===== src/rtl/riscv_lsu_pkg.sv =====
// riscv_lsu_pkg: shared types, func3 codes and access-size decode for the load/store unit
package riscv_lsu_pkg;
  localparam int XLEN = 32;
  typedef enum logic [1:0] {LSU_IDLE, LSU_REQ, LSU_WAIT, LSU_DONE} lsu_state_e;
  typedef enum logic [1:0] {SZ_B, SZ_H, SZ_W} lsu_size_e;
  localparam logic [2:0] FUNCT3_LOAD_LB  = 3'b000;
  localparam logic [2:0] FUNCT3_LOAD_LH  = 3'b001;
  localparam logic [2:0] FUNCT3_LOAD_LW  = 3'b010;
  localparam logic [2:0] FUNCT3_LOAD_LBU = 3'b100;
  localparam logic [2:0] FUNCT3_LOAD_LHU = 3'b101;
  localparam logic [2:0] FUNCT3_STORE_SB = 3'b000;
  localparam logic [2:0] FUNCT3_STORE_SH = 3'b001;
  localparam logic [2:0] FUNCT3_STORE_SW = 3'b010;
  // Unknown func3 codes fall through to word size
  function automatic lsu_size_e size_of(input logic [2:0] f, input logic st);
    return (f[1] | (st & f[2])) ? SZ_W : f[0] ? SZ_H : SZ_B;
  endfunction
endpackage


===== src/rtl/riscv_lsu_if.sv =====
// riscv_lsu_if: req/gnt + rvalid data-memory bus between the LSU (master) and memory (slave)
interface riscv_lsu_if;
  import riscv_lsu_pkg::*;
  logic            req;
  logic            we;
  logic [XLEN-1:0] addr;
  logic [XLEN-1:0] wdata;
  logic [3:0]      be;
  logic            gnt;
  logic            rvalid;
  logic [XLEN-1:0] rdata;
  modport master(output req, we, addr, wdata, be, input gnt, rvalid, rdata);
  modport slave(input req, we, addr, wdata, be, output gnt, rvalid, rdata);
endinterface


===== src/rtl/riscv_lsu_align.sv =====
// riscv_lsu_align: byte enables, store lane replication, load shift/extension; misalign flag
// only computed when RISCV_LSU_MISALIGN_CHK_EN is defined
module riscv_lsu_align
  import riscv_lsu_pkg::*;
(
  input  logic [1:0]      st_addr,
  input  logic [2:0]      st_func3,
  input  logic            st_store,
  input  logic [XLEN-1:0] st_data,
  input  logic [1:0]      ld_addr,
  input  logic [2:0]      ld_func3,
  input  logic [XLEN-1:0] ld_rdata,
  output logic [3:0]      be,
  output logic [XLEN-1:0] wdata,
  output logic [XLEN-1:0] ld_data,
  output logic            mis
);
  lsu_size_e       st_sz, ld_sz;
  logic [XLEN-1:0] sh;
  logic            sgn;
  always_comb begin
    st_sz = size_of(st_func3, st_store);
    ld_sz = size_of(ld_func3, 1'b0);
    be = st_sz == SZ_B ? 4'b0001 << st_addr : st_sz == SZ_H ? 4'b0011 << {st_addr[1], 1'b0} : 4'b1111;
    wdata = st_sz == SZ_B ? {4{st_data[7:0]}} : st_sz == SZ_H ? {2{st_data[15:0]}} : st_data;
`ifdef RISCV_LSU_MISALIGN_CHK_EN
    mis = st_sz == SZ_H ? st_addr[0] : st_sz == SZ_W && st_addr != 2'b00;
`else
    mis = 1'b0;
`endif
    // Halves drop a[0] so the lane choice matches the store byte enables
    sh = ld_sz == SZ_H ? ld_rdata >> {ld_addr[1], 4'b0} : ld_rdata >> {ld_addr, 3'b0};
    sgn = ~ld_func3[2];
    ld_data = ld_sz == SZ_B ? {{(XLEN-8){sgn & sh[7]}}, sh[7:0]} :
              ld_sz == SZ_H ? {{(XLEN-16){sgn & sh[15]}}, sh[15:0]} : ld_rdata;
  end
endmodule


===== src/rtl/riscv_lsu.sv =====
// riscv_lsu: M-stage load/store unit with request latches, access FSM and timeout counter.
// Define RISCV_LSU_MISALIGN_CHK_EN to trap misaligned H/W accesses without touching the bus.
module riscv_lsu
  import riscv_lsu_pkg::*;
#(
  parameter int unsigned TIMEOUT_CYCLES = 255
) (
  input  logic             i_clk,
  input  logic             i_rstn,
  input  logic [XLEN-1:0]  i_lsu_addr,
  input  logic [XLEN-1:0]  i_lsu_wr_data,
  input  logic             i_lsu_wr_en,
  input  logic             i_lsu_rd_en,
  input  logic [2:0]       i_lsu_func3,
  output logic [XLEN-1:0]  o_lsu_rd_data,
  output logic             o_lsu_stall,
  output logic             o_lsu_bus_err,
  output logic             o_lsu_misalign,
  riscv_lsu_if.master      bus
);
  localparam logic [7:0] TMAX = 8'(TIMEOUT_CYCLES - 1);
  lsu_state_e      state;
  logic [7:0]      cnt;
  logic [2:0]      func3_q;
  logic [1:0]      alo_q;
  logic [3:0]      be;
  logic [XLEN-1:0] wdata, ld_data;
  logic            mis;
  logic            access;
  riscv_lsu_align u_align (
    .st_addr(i_lsu_addr[1:0]), .st_func3(i_lsu_func3), .st_store(i_lsu_wr_en), .st_data(i_lsu_wr_data),
    .ld_addr(alo_q), .ld_func3(func3_q), .ld_rdata(bus.rdata),
    .be(be), .wdata(wdata), .ld_data(ld_data), .mis(mis)
  );
  assign access = i_lsu_wr_en | i_lsu_rd_en;
  // DONE releases the pipeline so the instruction retires at that edge
  assign o_lsu_stall = state == LSU_IDLE ? access : state != LSU_DONE;
  always_ff @(posedge i_clk or negedge i_rstn) begin
    if (!i_rstn) begin
      state <= LSU_IDLE;
      cnt <= '0;
      func3_q <= '0;
      alo_q <= '0;
      o_lsu_rd_data <= '0;
      o_lsu_bus_err <= 1'b0;
      o_lsu_misalign <= 1'b0;
      bus.req <= 1'b0;
      bus.we <= 1'b0;
      bus.addr <= '0;
      bus.wdata <= '0;
      bus.be <= '0;
    end else begin
      o_lsu_bus_err <= 1'b0;
      o_lsu_misalign <= 1'b0;
      case (state)
        LSU_IDLE: if (access) begin
          if (mis) begin
            state <= LSU_DONE;
            o_lsu_misalign <= 1'b1;
            o_lsu_rd_data <= '0;
          end else begin
            state <= LSU_REQ;
            bus.req <= 1'b1;
            bus.we <= i_lsu_wr_en;
            bus.addr <= {i_lsu_addr[XLEN-1:2], 2'b00};
            bus.wdata <= wdata;
            bus.be <= be;
            func3_q <= i_lsu_func3;
            alo_q <= i_lsu_addr[1:0];
          end
        end
        LSU_REQ: if (bus.gnt) begin
          bus.req <= 1'b0;
          cnt <= '0;
          state <= bus.we ? LSU_DONE : LSU_WAIT;
        end
        LSU_WAIT: begin
          if (bus.rvalid) begin
            o_lsu_rd_data <= ld_data;
            state <= LSU_DONE;
          end else if (cnt == TMAX) begin
            o_lsu_rd_data <= '0;
            o_lsu_bus_err <= 1'b1;
            state <= LSU_DONE;
          end else begin
            cnt <= cnt + 8'd1;
          end
        end
        LSU_DONE: state <= LSU_IDLE;
      endcase
    end
  end
endmodule


===== src/flat_wrapper.sv =====
// flat-port wrapper written by rule: the top's interface ports become plain ports
module riscv_lsu_flat import riscv_lsu_pkg::*;
#(
  parameter int unsigned TIMEOUT_CYCLES = 255
)
  (i_clk, i_rstn, i_lsu_addr, i_lsu_wr_data, i_lsu_wr_en, i_lsu_rd_en, i_lsu_func3, o_lsu_rd_data, o_lsu_stall, o_lsu_bus_err, o_lsu_misalign, bus_req, bus_we, bus_addr, bus_wdata, bus_be, bus_gnt, bus_rvalid, bus_rdata);
  riscv_lsu_if bus_i ();
  input  logic i_clk;
  input  logic i_rstn;
  input  logic [XLEN-1:0] i_lsu_addr;
  input  logic [XLEN-1:0] i_lsu_wr_data;
  input  logic i_lsu_wr_en;
  input  logic i_lsu_rd_en;
  input  logic [2:0] i_lsu_func3;
  output logic [XLEN-1:0] o_lsu_rd_data;
  output logic o_lsu_stall;
  output logic o_lsu_bus_err;
  output logic o_lsu_misalign;
  output wire logic [$bits(bus_i.req)-1:0] bus_req;
  output wire logic [$bits(bus_i.we)-1:0] bus_we;
  output wire logic [$bits(bus_i.addr)-1:0] bus_addr;
  output wire logic [$bits(bus_i.wdata)-1:0] bus_wdata;
  output wire logic [$bits(bus_i.be)-1:0] bus_be;
  input wire logic [$bits(bus_i.gnt)-1:0] bus_gnt;
  input wire logic [$bits(bus_i.rvalid)-1:0] bus_rvalid;
  input wire logic [$bits(bus_i.rdata)-1:0] bus_rdata;
  assign bus_req = bus_i.req;
  assign bus_we = bus_i.we;
  assign bus_addr = bus_i.addr;
  assign bus_wdata = bus_i.wdata;
  assign bus_be = bus_i.be;
  assign bus_i.gnt = bus_gnt;
  assign bus_i.rvalid = bus_rvalid;
  assign bus_i.rdata = bus_rdata;
  riscv_lsu #(.TIMEOUT_CYCLES(TIMEOUT_CYCLES)) u_core (.i_clk(i_clk), .i_rstn(i_rstn), .i_lsu_addr(i_lsu_addr), .i_lsu_wr_data(i_lsu_wr_data), .i_lsu_wr_en(i_lsu_wr_en), .i_lsu_rd_en(i_lsu_rd_en), .i_lsu_func3(i_lsu_func3), .o_lsu_rd_data(o_lsu_rd_data), .o_lsu_stall(o_lsu_stall), .o_lsu_bus_err(o_lsu_bus_err), .o_lsu_misalign(o_lsu_misalign), .bus(bus_i));
endmodule

===== config.mk =====
export PLATFORM = sky130hd
export DESIGN_NAME = riscv_lsu_flat
export DESIGN_NICKNAME = d
export VERILOG_FILES = /design/src/rtl/riscv_lsu_pkg.sv /design/src/rtl/riscv_lsu_if.sv /design/src/rtl/riscv_lsu_align.sv /design/src/rtl/riscv_lsu.sv /design/src/flat_wrapper.sv
export SDC_FILE = /design/constraint.sdc
export NUM_CORES = 1
export LEC_CHECK = 0
export ABC_CLOCK_PERIOD_IN_PS = 2100
export CORE_MARGIN = 1
export CORE_UTILIZATION = 40
export DETAILED_ROUTE_END_ITERATION = 10
export GPL_ROUTABILITY_DRIVEN = 0
export PLACE_DENSITY_LB_ADDON = 0.08
export SLEW_MARGIN = 5
export SYNTH_ARGS = -nofsm -noshare
export SYNTH_HDL_FRONTEND = slang
export SYNTH_SLANG_ARGS = --single-unit

===== constraint.sdc =====
create_clock -name i_clk -period 2.1 [get_ports i_clk]
set_input_delay 0.42 -clock i_clk [delete_from_list [all_inputs] [get_ports i_clk]]
set_output_delay 0.42 -clock i_clk [all_outputs]
set_load 0.02 [all_outputs]

==> flow_summary.toml <==
[hold_path]
whs_path_depth = 2
hp-start = "u_core.bus.addr[6]$_DFFE_PN0P_"
hold_end = "u_core.bus.addr[6]$_DFFE_PN0P_"
hp-class = "flop to flop"

[route]
ant_nets = 0
num_vias = 4964
vias_per_cell = 5.11
wl_um = 15200
maxUsedRoutingLayer = "met4"
route.detailed.drc = 0
wl_met3_um = 1110
drtIter0Drc = 251
first_pass_iters = 5
drt-met1-wl_um = 6610
post_drt_wl_per_cell_um = 15.6
met2_length_um = 7210

[cells_and_area]
drive_gt1_frac = 0.109
area_growth_pct = 57.1
nets = 895
num_antenna_cells = 0
utilization = 0.645

[grt]
overflow = 0
grt_max_degree = 93
antenna_found_initial = 0
grt_usage = 0.227
grt_pass1_vias = 4914
grt_pass1_wl_um = 25100

[power]
p_total_mw = 13.2
power_density_mw_per_mm2 = 1530
ir_worst_vdd_mv = 0.686
p_leak_nw = 3.80

[floorplan]
rows = 42
dieArea_mm2 = 0.0141
start_util = 0.411
io_pins = 210
die_w_um = 119
fp.coreArea_mm2 = 0.0133
dieHeight_um = 119

[critical_path]
r2r_start = "u_core.state[1]$_DFFE_PN0P_"
ff2ff_setup_slack_ns = 0.11
end_kind = "flop"
crit_type = "flop to flop"
crit_required_ns = 2.42
r2r-end = "u_core.cnt[3]$_DFFE_PN0P_"
rr_worst_depth = 6
start_kind = "flop"
critPathArrivalTime_ns = 2.32
path_max_fanout = 9
crit_start = "u_core.state[1]$_DFFE_PN0P_"

[synthesis]
syn_avg_cell_area_um2 = 9.70
async_reset_ff_frac = 1.00
synthFlopType = "dfrtp_1"
synth_edf_count = 0
yosysTopAreaCell = "dfrtp_1"
yosys-top-cells-area = "dfrtp_1 53%, nand2_1 11%, mux2i_1 5.1%"
netlist_instances = 563
yosysSeqAreaShare = 0.532
syn_area_mm2 = 0.00546
synth_top_cells_by_count = "166 x nand2_1, 116 x dfrtp_1, 40 x o21ai_0"
synth_top_cell_area_share = 0.532
synthDistinctLibCells = 53
yosysWarnings = 0
post-synth-top-count-cell = "nand2_1"
synth-seq-cells = 116

[timing]
post-route-period-util = 0.950
hold_violations = 0
tightest_slew_ns = 0.635
finalSetupViolCount = 0
fmax_mhz = 501
finalCriticalPeriod_ns = 1.99
slew_headroom = 0.577
rsz0062_at_grt = "no"
report.final.slew_viol_count = 0
skew_ns = 0.00922

[clock_network]
cts_tree = "built"
cts_made_buffers = 17
insertion_delay_ns = 0.41
path_clk_slew_ns = 0.05
clock-sinks = 116
htreeDepth = 4
clockBufferDepth = 2
clock-root-buffer = "clkbuf_16"

[status]
outcome = "complete, no violations"

[place]
dp_hpwl_um = 11200
numPortBuffers = 206

[run]
maxCapViolCount = 0
cells in the final DEF (no fill, tap or decap), drive strengths merged, types with 13 or more instances in the layout:
| cell | Yosys | final |
|---|---|---|
| clkdlybuf4s50 | 0 | 204 |
| nand2 | 166 | 166 |
| dfrtp | 116 | 116 |
| o21ai | 40 | 40 |
| buf | 13 | 35 |
| mux2i | 28 | 28 |
| clkbuf | 28 | 24 |
| a221o | 19 | 19 |
| nor2 | 14 | 14 |
| a21oi | 13 | 13 |
how the worst max path moves through the flow:
stage | end | slack, ns
floorplan | u_core.cnt[2]$_DFFE_PN0P_ | 0.07
global placement | o_lsu_stall | -0.02
detailed placement | u_core.o_lsu_rd_data[16]$_DFFE_PN0P_ | -0.13
CTS | o_lsu_stall | 0.02
global route | u_core.cnt[3]$_DFFE_PN0P_ | 0.02
finish | u_core.cnt[3]$_DFFE_PN0P_ | 0.11
flip-flops by register name, indices dropped and copies added (netlist names), 2 cells and up:
signal and flops:
u_core.bus.be 4, u_core.alo_q 2, u_core.state 2, u_core.func3_q 3, u_core.cnt 8, u_core.bus.wdata 32
u_core.o_lsu_rd_data 32, u_core.bus.addr 30
cell type report:
| cell class | count | area (um2) |
|---|---|---|
| Fill cell | 1070 | 4720 |
| Sequential cell | 116 | 2900 |
| Multi-Input combinational cell | 400 | 2400 |
| Timing Repair Buffer | 240 | 2390 |
| Clock buffer | 24 | 522 |
| Tap cell | 176 | 220 |
| Clock inverter | 8 | 119 |
| Inverter | 8 | 30.0 |
what timing repair did:
item,4_1_cts,5_1_grt
gates resized for setup,3,7
endpoints found under the hold margin,25,0
hold buffers,1,0
buffers inserted,0,1
pin swaps,0,1
setup endpoints to repair,1,20
metal layers:
metal	global-route usage	up-vias
li1	-	2411
met1	0.283	2365
met2	0.357	167
met3	0.0829	21
met4	0.0910	0
met5	0	-
kinds of logic after synthesis:
family / synth area share
muxes: 0.0617
adders and majority gates: 0.0160
other: 0.000687
and+or+nand+nor: 0.188
AOI/OAI and AO/OA: 0.163
DFF: 0.532
buffers and inverters: 0.0392
per-stage QoR:
step / worst slack [ns] / cell area [um2] / setup TNS, ns / cells / hold WS [ns]
2_1_floorplan: 0.0660 / 5470 / 0 / 565 / 0.124
3_3_place_gp: -0.0182 / 7900 / -0.201 / 938 / 0.380
3_5_place_dp: -0.128 / 7900 / -2.04 / 938 / 0.382
4_1_cts: 0.0232 / 8550 / 0 / 971 / 0.474
5_1_grt: 0.0181 / 8580 / 0 / 972 / 0.493
6_report: 0.106 / 8580 / 0 / 972 / 0.470
power by group:
part	leakage, nW	switching [mW]	internal [mW]
registers	1.45	0.624	3.26
clock network	0.322	0.976	2.08
logic	2.03	3.27	2.95
total	3.80	4.87	8.29
critical path: stages, from the launching register on:
cell and delay [ns]:
dfrtp_1 0.41, inv_1 0.10, ha_2 0.22, nor2b_1 0.15, or3_4 0.38, or4_1 0.49
a21boi_1 0.16
Power figures use the tool's default switching activity.
